<file path="src/rtl/can_pkg.sv">
// Shared definitions for the CAN bit-timing unit: segment encoding,
// default field widths, reset values and small helper functions.
// Optional feature macro used by can_bit_timing: CAN_BTU_TRIPLE_SAMPLE_EN.
package can_pkg;

    localparam int CAN_BRP_W   = 6;
    localparam int CAN_TSEG1_W = 4;
    localparam int CAN_TSEG2_W = 3;
    localparam int CAN_SJW_W   = 2;

    typedef enum logic [1:0] {
        SEG_SYNC  = 2'd0,
        SEG_TSEG1 = 2'd1,
        SEG_TSEG2 = 2'd2
    } seg_t;

    localparam seg_t SEG_RESET = SEG_SYNC;
    localparam logic RX_RESET  = 1'b1;

    function automatic int max3(input int a, input int b, input int c);
        int m;
        m = (a > b) ? a : b;
        return (m > c) ? m : c;
    endfunction

    function automatic logic majority3(input logic a, input logic b, input logic c);
        return (a & b) | (a & c) | (b & c);
    endfunction

endpackage

</file>
<file path="src/rtl/can_tq_prescaler.sv">
// Time-quantum prescaler: counts 0..brp and pulses tick on the count equal
// to brp. A synchronous clear makes the current cycle count as 0, so a hard
// sync cycle is itself the first clk of a fresh time quantum.
module can_tq_prescaler #(
    parameter int W = 6
) (
    input  logic         clk,
    input  logic         rst_n,
    input  logic         clear,
    input  logic [W-1:0] brp,
    output logic         tick,
    output logic         at_zero
);

    logic [W-1:0] cnt;
    logic [W-1:0] cnt_eff;

    // Effective count for this cycle and the tick decode.
    always_comb begin
        cnt_eff = clear ? '0 : cnt;
        tick    = (cnt_eff == brp);
    end

    // Counter register: wraps to 0 after the tick.
    always_ff @(posedge clk or negedge rst_n) begin
        if (!rst_n)
            cnt <= '0;
        else if (tick)
            cnt <= '0;
        else
            cnt <= cnt_eff + W'(1);
    end

    assign at_zero = (cnt == '0);

endmodule

</file>
<file path="src/rtl/can_bit_timing.sv">
// CAN bit-timing unit: tracks SYNC / TSEG1 / TSEG2 in time quanta, applies
// hard sync and resync on usable recessive->dominant edges, samples the bus
// at the sample point and strobes the protocol engine at each bit start.
// Optional feature: define CAN_BTU_TRIPLE_SAMPLE_EN for 3-point majority
// sampling (strobe timing is the same either way).
// Handshake: none; tx_strobe, sample_strobe and sync_event are single-cycle
// pulses, and rx_bit holds the sampled value from the sample_strobe cycle on.
module can_bit_timing
    import can_pkg::*;
#(
    parameter int BRP_W   = CAN_BRP_W,
    parameter int TSEG1_W = CAN_TSEG1_W,
    parameter int TSEG2_W = CAN_TSEG2_W,
    parameter int SJW_W   = CAN_SJW_W
) (
    input  logic               clk,
    input  logic               rst_n,
    input  logic               rx_in,
    input  logic [BRP_W-1:0]   brp,
    input  logic [TSEG1_W-1:0] tseg1,
    input  logic [TSEG2_W-1:0] tseg2,
    input  logic [SJW_W-1:0]   sjw,
    input  logic               hard_sync_en,
    output logic               rx_bit,
    output logic               sample_strobe,
    output logic               tx_strobe,
    output logic               sync_event
);

    // Wide enough for TSEG1 length plus the largest phase extension.
    localparam int TQ_W = max3(TSEG1_W, TSEG2_W, SJW_W) + 2;
    localparam logic [TQ_W-1:0] TQ_ONE = TQ_W'(1);

    // FSM state bundle; st is the observable state for debug/checkers.
    typedef struct packed {
        seg_t            seg;
        logic [TQ_W-1:0] tq;
        logic [TQ_W-1:0] ext;
        logic [TQ_W-1:0] shrt;
        logic            synced;
    } bt_state_t;

    bt_state_t st, cur, nxt;

    logic [BRP_W-1:0]   brp_q,   brp_e;
    logic [TSEG1_W-1:0] tseg1_q, tseg1_e;
    logic [TSEG2_W-1:0] tseg2_q, tseg2_e;
    logic [SJW_W-1:0]   sjw_q,   sjw_e;
    logic [TQ_W-1:0]    t1_len, t2_len, sjw_len, sjw_eff, rem;

    logic rx_d;
    logic fall_edge, usable, hard, resync;
    logic tq_tick, presc_zero;
    logic sample_nx;

`ifdef CAN_BTU_TRIPLE_SAMPLE_EN
    logic [1:0] cap;
    logic       cap_adv;
`endif

    // Bit start: first clk of SYNC, suppressed while reset is held.
    assign tx_strobe  = rst_n & (st.seg == SEG_SYNC) & presc_zero;
    assign sync_event = usable;

    // Timing fields: the live inputs on the bit-start cycle, latched otherwise.
    always_comb begin
        brp_e   = tx_strobe ? brp   : brp_q;
        tseg1_e = tx_strobe ? tseg1 : tseg1_q;
        tseg2_e = tx_strobe ? tseg2 : tseg2_q;
        sjw_e   = tx_strobe ? sjw   : sjw_q;
        t1_len  = TQ_W'(tseg1_e) + TQ_ONE;
        t2_len  = TQ_W'(tseg2_e) + TQ_ONE;
        sjw_len = TQ_W'(sjw_e) + TQ_ONE;
        sjw_eff = (sjw_len < t2_len) ? sjw_len : t2_len;
    end

    can_tq_prescaler #(.W(BRP_W)) u_presc (
        .clk     (clk),
        .rst_n   (rst_n),
        .clear   (hard),
        .brp     (brp_e),
        .tick    (tq_tick),
        .at_zero (presc_zero)
    );

    // Edge qualification and the sync adjustment applied to the current state.
    always_comb begin
        fall_edge = rx_d & ~rx_in;
        usable    = rst_n & fall_edge & rx_bit & ~st.synced;
        hard      = usable & hard_sync_en;
        resync    = usable & ~hard_sync_en;
        rem       = t2_len - st.tq;
        cur       = st;
        if (hard) begin
            cur.seg  = SEG_TSEG1;
            cur.tq   = '0;
            cur.ext  = '0;
            cur.shrt = '0;
        end else if (resync && st.seg == SEG_TSEG1) begin
            cur.ext = ((st.tq + TQ_ONE) < sjw_eff) ? (st.tq + TQ_ONE) : sjw_eff;
        end else if (resync && st.seg == SEG_TSEG2) begin
            cur.shrt = (rem < sjw_eff) ? rem : sjw_eff;
        end
    end

    // Segment FSM next state, advanced on each tq_tick.
    always_comb begin
        nxt        = cur;
        nxt.synced = st.synced | usable;
        sample_nx  = 1'b0;
        if (tq_tick) begin
            case (cur.seg)
                SEG_SYNC: begin
                    nxt.seg = SEG_TSEG1;
                    nxt.tq  = '0;
                end
                SEG_TSEG1: begin
                    if ((cur.tq + TQ_ONE) >= (t1_len + cur.ext)) begin
                        nxt.seg    = SEG_TSEG2;
                        nxt.tq     = '0;
                        nxt.synced = 1'b0;
                        sample_nx  = 1'b1;
                    end else begin
                        nxt.tq = cur.tq + TQ_ONE;
                    end
                end
                SEG_TSEG2: begin
                    if ((cur.tq + TQ_ONE) >= (t2_len - cur.shrt)) begin
                        nxt.seg  = SEG_SYNC;
                        nxt.tq   = '0;
                        nxt.ext  = '0;
                        nxt.shrt = '0;
                    end else begin
                        nxt.tq = cur.tq + TQ_ONE;
                    end
                end
                default: begin
                    nxt.seg = SEG_SYNC;
                    nxt.tq  = '0;
                end
            endcase
        end
    end

`ifdef CAN_BTU_TRIPLE_SAMPLE_EN
    // Early captures happen on every non-final TSEG1 tick; the last two remain.
    assign cap_adv = tq_tick & (cur.seg == SEG_TSEG1) & ~sample_nx;
`endif

    // Segment FSM state register.
    always_ff @(posedge clk or negedge rst_n) begin
        if (!rst_n) begin
            st.seg    <= SEG_RESET;
            st.tq     <= '0;
            st.ext    <= '0;
            st.shrt   <= '0;
            st.synced <= 1'b0;
        end else begin
            st <= nxt;
        end
    end

    // Sampling, edge history and field latching.
    always_ff @(posedge clk or negedge rst_n) begin
        if (!rst_n) begin
            rx_d          <= 1'b1;
            rx_bit        <= RX_RESET;
            sample_strobe <= 1'b0;
            brp_q         <= '0;
            tseg1_q       <= '0;
            tseg2_q       <= '0;
            sjw_q         <= '0;
`ifdef CAN_BTU_TRIPLE_SAMPLE_EN
            cap           <= 2'b11;
`endif
        end else begin
            rx_d          <= rx_in;
            sample_strobe <= sample_nx;
            if (tx_strobe) begin
                brp_q   <= brp;
                tseg1_q <= tseg1;
                tseg2_q <= tseg2;
                sjw_q   <= sjw;
            end
`ifdef CAN_BTU_TRIPLE_SAMPLE_EN
            if (cap_adv)
                cap <= {cap[0], rx_in};
            if (sample_nx) begin
                if (tseg1_e >= TSEG1_W'(2))
                    rx_bit <= majority3(cap[1], cap[0], rx_in);
                else
                    rx_bit <= rx_in;
            end
`else
            if (sample_nx)
                rx_bit <= rx_in;
`endif
        end
    end

endmodule
</file>
<file path="config.mk">
export PLATFORM = sky130hd
export DESIGN_NAME = can_bit_timing
export DESIGN_NICKNAME = d
export VERILOG_FILES = /design/src/rtl/can_pkg.sv /design/src/rtl/can_tq_prescaler.sv /design/src/rtl/can_bit_timing.sv
export SDC_FILE = /design/constraint.sdc
export NUM_CORES = 1
export LEC_CHECK = 0
export ABC_AREA = 0
export BUFFER_PORTS_ARGS = -buffer_cell sky130_fd_sc_hd__clkbuf_2
export CORE_AREA = 5 5 76 113
export DETAILED_ROUTE_END_ITERATION = 6
export DIE_AREA = 0 0 81 118
export GPL_TIMING_DRIVEN = 0
export HOLD_SLACK_MARGIN = 0.05
export PLACE_DENSITY = 0.69
export SETUP_SLACK_MARGIN = 0.4
export SLEW_MARGIN = 5
export SYNTH_ARGS = -nofsm -noshare
export SYNTH_HDL_FRONTEND = slang
export SYNTH_SLANG_ARGS = --single-unit
</file>
<file path="constraint.sdc">
create_clock -name clk -period 6.4 [get_ports clk]
set_clock_uncertainty 0.1 [all_clocks]
set_input_delay 1.28 -clock clk [delete_from_list [all_inputs] [get_ports clk]]
set_output_delay 1.28 -clock clk [all_outputs]
set_load 0.02 [all_outputs]
</file>
## After elaboration in Yosys (flattened, before gate mapping)

Index checks and enable logic that the tools add are counted.

| operators by class | value |
|---|---|
| $add $sub $neg | 9 |
| $lt $le $gt $ge | 5 |
| equality and inequality tests | 5 |
| muxes and demuxes | 27 |
| bitwise gates (word level) | 12 |
| reductions and logical operators | 5 |

Operators with widths:

| kind | number |
|---|---|
| $mux W6 | 10 |
| $mux W12 | 3 |
| $pmux W8 S3 | 1 |
| $mux W21 | 1 |
| $add A6 B1 Y6 const B | 3 |
| $ge A6 B6 Y1 | 2 |
| $lt A6 B4 Y1 | 2 |
| $sub A4 B6 Y6 | 2 |
| $and A1 B1 Y1 | 8 |
| $mux W4 | 2 |
| $mux W8 | 1 |
| $add A5 B6 Y6 | 1 |
| $eq A6 B6 Y1 | 1 |
| $logic_not A6 Y1 | 1 |
| $mux W2 | 3 |
| $add A4 B1 Y5 const B | 1 |
| $mux W1 | 5 |
| $add A3 B1 Y4 const B | 1 |
| $eq A2 B1 Y1 const B | 2 |
| $eq A2 B2 Y1 const B | 2 |
| $logic_not A2 Y1 | 2 |
| $lt A3 B4 Y1 | 1 |
| $add A2 B1 Y3 const B | 1 |
| $mux W3 | 1 |
| other kinds (3) | 6 |

| storage, ports and cells | value |
|---|---|
| register bits | 45 |
| bits of input ports | 19 |
| word-level logic and storage cells | 76 |

## Logic depth before layout (Yosys ltp)

| logic depth | value |
|---|---|
| word-level depth | 17 |
| depth in mapped cells | 36 |
| mapped depth without buffers | 34 |

## Cells and area by module

Synthesis repeated with hierarchy kept, for this count alone.

| second synthesis, totals | value |
|---|---|
| cells, all modules | 421 |
| area, all modules | 3,633.5 um^2 |

Modules (own cells, without submodules):

| module | times used | cells an instance | area an instance (um^2) | sequential area each (um^2) |
|---|---|---|---|---|
| can_bit_timing | 1 | 372 | 3,168.0 | 978.4 |
| can_tq_prescaler | 1 | 49 | 465.4 | 150.1 |

## Least setup slack after synthesis

No wires, ideal clock.

| timing path | value |
|---|---|
| kind | input-to-reg |
| start point | input rst_n |
| end point | register st[8] in the netlist's numbering |
| library setup time | 0.078 ns |
| arrival | 6.904 ns |
| data required time | 6.222 ns |
| slack | -0.682 ns |
| cell stages on the path | 29 |
| path buffers | 3 |
| cell sequence | nand3_2 > buf_4 > buf_2 > mux2i_1 > inv_1 > ha_1 > nand2_1 > a211oi_1 > nor3_1 > o21a_1 > o21ai_2 > mux2i_1 > ha_1 > o211ai_1 > o21a_1 > o32ai_2 > mux2i_1 > nand2_1 > ha_1 > fa_1 > ha_1 > a21o_1 > a21o_1 > a211oi_1 > o21bai_1 > and4_1 > buf_4 > or2_2 > o21bai_1 |

RTL lines:

| item | RTL line | RTL |
|---|---|---|
| from (decl) | can_bit_timing.sv:17 | `input logic rst_n,` |
| to (signal assigned) | can_bit_timing.sv:159 | `st <= nxt;` |
| to (decl) | can_bit_timing.sv:43 | `bt_state_t st, cur, nxt;` |

## Worst setup path after layout

| timing path | value |
|---|---|
| start point | input rst_n |
| end point | register rx_bit |

| on the way | value |
|---|---|
| word-level cells in the longest chain between the ends | 15 |
| elaborated cells between the ends (all ways) | 31 |
| those cells by class | add/sub (5); order compare (3); eq/ne (2); mux (13); bitwise (7); reduce/logical (1) |

Ends and longest elaborated chain:

| item | RTL line | RTL |
|---|---|---|
| $and A1 B1 Y1 (*) (2 in a row) | can_bit_timing.sv:62 | `assign tx_strobe = rst_n & (st.seg == SEG_SYNC) & presc_zero;` |
| $mux W2 (*) | -- |  |
| via sjw_e[0] | can_bit_timing.sv:48 | `logic [SJW_W-1:0] sjw_q, sjw_e;` |
| $add A2 B1 Y3 (*) | can_bit_timing.sv:73 | `sjw_len = TQ_W'(sjw_e) + TQ_ONE;` |
| $lt A3 B4 Y1 | can_bit_timing.sv:74 | `sjw_eff = (sjw_len < t2_len) ? sjw_len : t2_len;` |
| $mux W4 (*) | can_bit_timing.sv:74 |  |
| $lt A6 B4 Y1 | can_bit_timing.sv:100 | `cur.ext = ((st.tq + TQ_ONE) < sjw_eff) ? (st.tq + TQ_ONE) : sjw_eff;` |
| $mux W6 (*) | can_bit_timing.sv:100 |  |
| $mux W6 (*) | can_bit_timing.sv:99 | `end else if (resync && st.seg == SEG_TSEG1) begin` |
| $mux W12 (*) | can_bit_timing.sv:94 | `if (hard) begin` |
| $add A5 B6 Y6 (*) | can_bit_timing.sv:118 | `if ((cur.tq + TQ_ONE) >= (t1_len + cur.ext)) begin` |
| $ge A6 B6 Y1 (*) | can_bit_timing.sv:118 |  |
| $mux W1 (*) | can_bit_timing.sv:118 |  |
| $mux W1 (*) | can_bit_timing.sv:112 | `case (cur.seg)` |
| $mux W1 (*) | can_bit_timing.sv:111 | `if (tq_tick) begin` |
| via sample_nx | can_bit_timing.sv:54 | `logic sample_nx;` |
| to (signal assigned) | can_bit_timing.sv:196 | `rx_bit <= rx_in;` |
| to (decl) | can_bit_timing.sv:24 | `output logic rx_bit,` |

Mark *: on every way through the listed nets, which the timed path passes. The rest lies on a longest branch.
A chain may end at the register's enable or synchronous reset.

==> metrics.md <==
| Metric | Value |
|---|---|
| Filler instances | `605` |
| #FFs+latches synth | `45` |
| RSZ-0062 raised after global routing | `yes` |
| Worst-path clk slew | `0.06 ns` |
| Setup WS post-layout | `-0.6933 ns` |
| Mapped cell area | `0.003627 mm2` |
| Compound-Gate Fraction of Synth Area | `0.1570` |
| Worst path max stage delay | `0.57 ns` |
| Mux contribution to synthesized area | `0.06382` |
| Crit share post-route | `1.108` |
| Layout cells sized above 1 | `0.3085` |
| Max Fclk | `0.1410 GHz` |
| Tot GR Track Use | `0.2145` |
| Area Overhead vs Synth | `32.15%` |
| GRT Residual Overflow | `0` |
| Cts bufs inserted | `5` |
| Maximum fanout along the worst path | `6` |
| H-Tree Depth | `2` |
| Antenna diode count | `0` |
| Main flop type after synthesis | `dfrtp_1` |
| Slew @ Worst Pin | `0.5796 ns` |
| Fin area | `0.004793 mm2` |
| Fin crit period | `7.093 ns` |
| Initial antenna violation count | `0` |
| Slew Viols, Final | `0` |
| # nets final | `538` |
| Clk_lat worst skew | `0.29 ns` |
| Via count | `3254` |
| Critical path's top delay family | `compound AO/OA/AOI/OAI gates` |
| Drt total wl | `10.22 mm` |
| Post-DP HPWL | `6.950 mm` |
| Worst path required time | `6.52 ns` |
| CP arrival | `7.21 ns` |
| Post-CTS Hold Fix Bufs | `0` |
| Post-Synth Simple-Gate Area | `0.2235` |
| Hold Vio Cnt, Final | `0` |
| TritonCTS clock tree | `built` |
| Starting Density | `0.4827` |
| Final Power | `0.002659 W` |
| CTS sink cnt | `45` |
| Sequential share of the synthesized area | `0.3111` |
| CP Launch Type | `primary input` |
| Syn Inst Count | `417` |
| Async SR Flop Fraction | `1.000` |
| GR met2 Demand/Resource | `0.3951` |
| Root Buffer | `clkbuf_16` |
| Horiz. Die Dim | `81 um` |
| Min-delay worst type | `register to register` |
| # rows | `39` |
| Area share of fa/ha/maj cells after synthesis | `0.1318` |
| Post-synthesis xor/xnor area fraction | `0.05795` |
| Core area | `0.007515 mm2` |
| CP endpoint kind | `register` |
| Largest net degree at the start of global routing | `26` |
| Drt drc | `0` |
| Final setup vio count | `23` |
| Setup TNS | `-12.62 ns` |
| Met3 GRT Util | `0.03599` |
| Warnings from Yosys | `0` |
| Pwr Density | `554.6 mW/mm2` |
| Dpl cell area | `0.003983 mm2` |
| Via density | `5.562` |
| M1 GR Usage | `0.2190` |
| Distinct cell type count after synthesis | `64` |
| Peak supply drop | `0.3390 mV` |
| Wirelength per Cell | `17.47 um` |
| Mean Syn Cell Area | `8.698 um2` |
| Failing checks | `negative setup slack` |
| WP buf/inv | `9` |
| Number of enable flip-flop cells after synthesis | `0` |
| ANT nets after route | `0` |
| Vias in the first global route | `3319` |
| Largest family of logic cells by synthesized area | `simple AND/OR/NAND/NOR gates` |
| GR peak layer | `met2` |
| Top Ports | `23` |
| Final Wtd Congestion | `0.8973` |
| Lkg Pwr | `2.241 nW` |
| Full die area | `0.009558 mm2` |
| Clk buf depth | `2` |
| Setup CP Type | `primary input to register` |
| Port Buffer Count | `20` |
| Max-cap violations | `0` |
| Die H | `118 um` |
| Slew HR | `0.6085` |
| First-pass GRT wire length | `15.81 mm` |
| Initial drt markers | `188` |
| DRT Pass-1 Iters | `4` |
| Slowest cell on crit path | `fa_2` |
| Status | `finished, violations left` |
| Hold_ws | `0.3855 ns` |
## cell families after synthesis
group,count (synthesis)
DFF,45
muxes,22
AOI/OAI and AO/OA,79
xor gates and xnor gates,24
and+or+nand+nor,160
other,1
adders and majority gates,37
buffers and inverters,49
## sequential cells by signal (all words and copies together), names as in the netlist
signal / cells
brp_q: 6
cur: 1
rx_bit: 1
rx_d: 1
sample_strobe: 1
sjw_q: 2
st: 20
tseg1_q: 4
tseg2_q: 3
u_presc.cnt: 6
## cell usage after synthesis (all sizes together) (3+ instances only)
cell type  count  area [um2]
clkbuf         8       30.03
nand2         37       138.9
nor3          12       60.06
nor2b         13       81.33
buf            8       41.28
xor2          12       105.1
and2           6       37.54
and3           4       25.02
ha            35       437.9
o21ai         14       73.82
a21o           7       52.55
inv           33       123.9
a211oi         6       57.56
a21oi         17       85.08
o21a           5       37.54
dfrtp         43        1076
mux2i         16       160.2
a41oi          3       26.28
mux2           6       71.31
o31ai          3       22.52
or2            3       18.77
nor2          45       176.4
nand2b         9       56.30
nand3         19       100.1
xnor2         12       105.1
## cell type report
type	instances	area (um2)	area share
plain buffers	16	102.6	0.02140
clock buffers	6	138.9	0.02897
clock inverters	2	37.54	0.007831
inverters	33	126.4	0.02636
multi-input cells	324	2695	0.5623
flip-flops and latches	45	1129	0.2354
well taps	102	127.6	0.02662
repair buffers	57	436.7	0.09110
## layout by cell type (no fill, tap or decap), types with 7 or more instances in the layout
cell and n:
a21o_1 7, a21oi_2 11, buf_4 28, buf_6 8, clkbuf_1 8, clkbuf_2 19, dfrtp_1 43, ha_1 27
ha_4 7, inv_1 30, mux2i_1 7, nand2_1 35, nand2b_1 8, nand3_1 18, nor2_1 39, nor2b_1 12
nor3_1 10, xnor2_1 11, xor2_1 11
## path summary, 6_finish.rpt
path | depth (start not counted) | startpoint | slack, ns | endpoint
worst max-delay path | 36 | rst_n | -0.69 | rx_bit$_DFFE_PN1P_
worst min-delay path | 2 | tseg1_q[3]$_DFF_PN0_ | 0.39 | tseg1_q[3]$_DFF_PN0_
worst max register to register | 36 | u_presc.cnt[4]$_DFF_PN0_ | -0.61 | rx_bit$_DFFE_PN1P_
worst min register to register | 2 | tseg1_q[3]$_DFF_PN0_ | 0.39 | tseg1_q[3]$_DFF_PN0_
max in group asynchronous | 2 | rst_n | 5.19 | u_presc.cnt[1]$_DFF_PN0_
min in group asynchronous | 1 | rst_n | 0.72 | st[17]$_DFF_PN0_
## power breakdown
| group | internal [W] | switching [W] | total, W |
|---|---|---|---|
| sequential | 0.000369 | 0.0000774 | 0.000447 |
| combinational | 0.000935 | 0.000973 | 0.00191 |
| clock | 0.000195 | 0.000110 | 0.000305 |
## worst register-to-register path: cells and delay by family (launching register included)
| kind | cells | cell delay [ns] |
|---|---|---|
| fa+ha+maj | 5 | 1.41 |
| flops | 1 | 0.45 |
| simple gates | 9 | 1.51 |
| compound gates | 10 | 1.77 |
| buf+inv | 8 | 0.97 |
| mux | 4 | 0.75 |
## per-stage QoR
stage,utilization,cells,setup WS [ns]
final,0.6379,585,-0.6933
after CTS,0.5967,568,-0.5261
after floorplan,-,418,-0.4170
after global placement,0.5300,540,-2.336
after global routing,0.6379,585,-0.9194
after detailed placement,0.5300,540,-2.453
## per-layer routing
layer / part of all wire / vias to the layer above / routed length [um]
met5: 0 / - / 0
met4: 0.049 / 0 / 501
met3: 0.033 / 33 / 334
met2: 0.56 / 81 / 5773
met1: 0.35 / 1564 / 3608
li1: - / 1576 / -
## timing repair
action                     CTS  global route
pin swaps                   19            34
gates cloned                 2             0
setup endpoints to repair   23            23
setup buffers               18            17
gates resized for setup     34            40
Power figures use the tool's default switching activity.
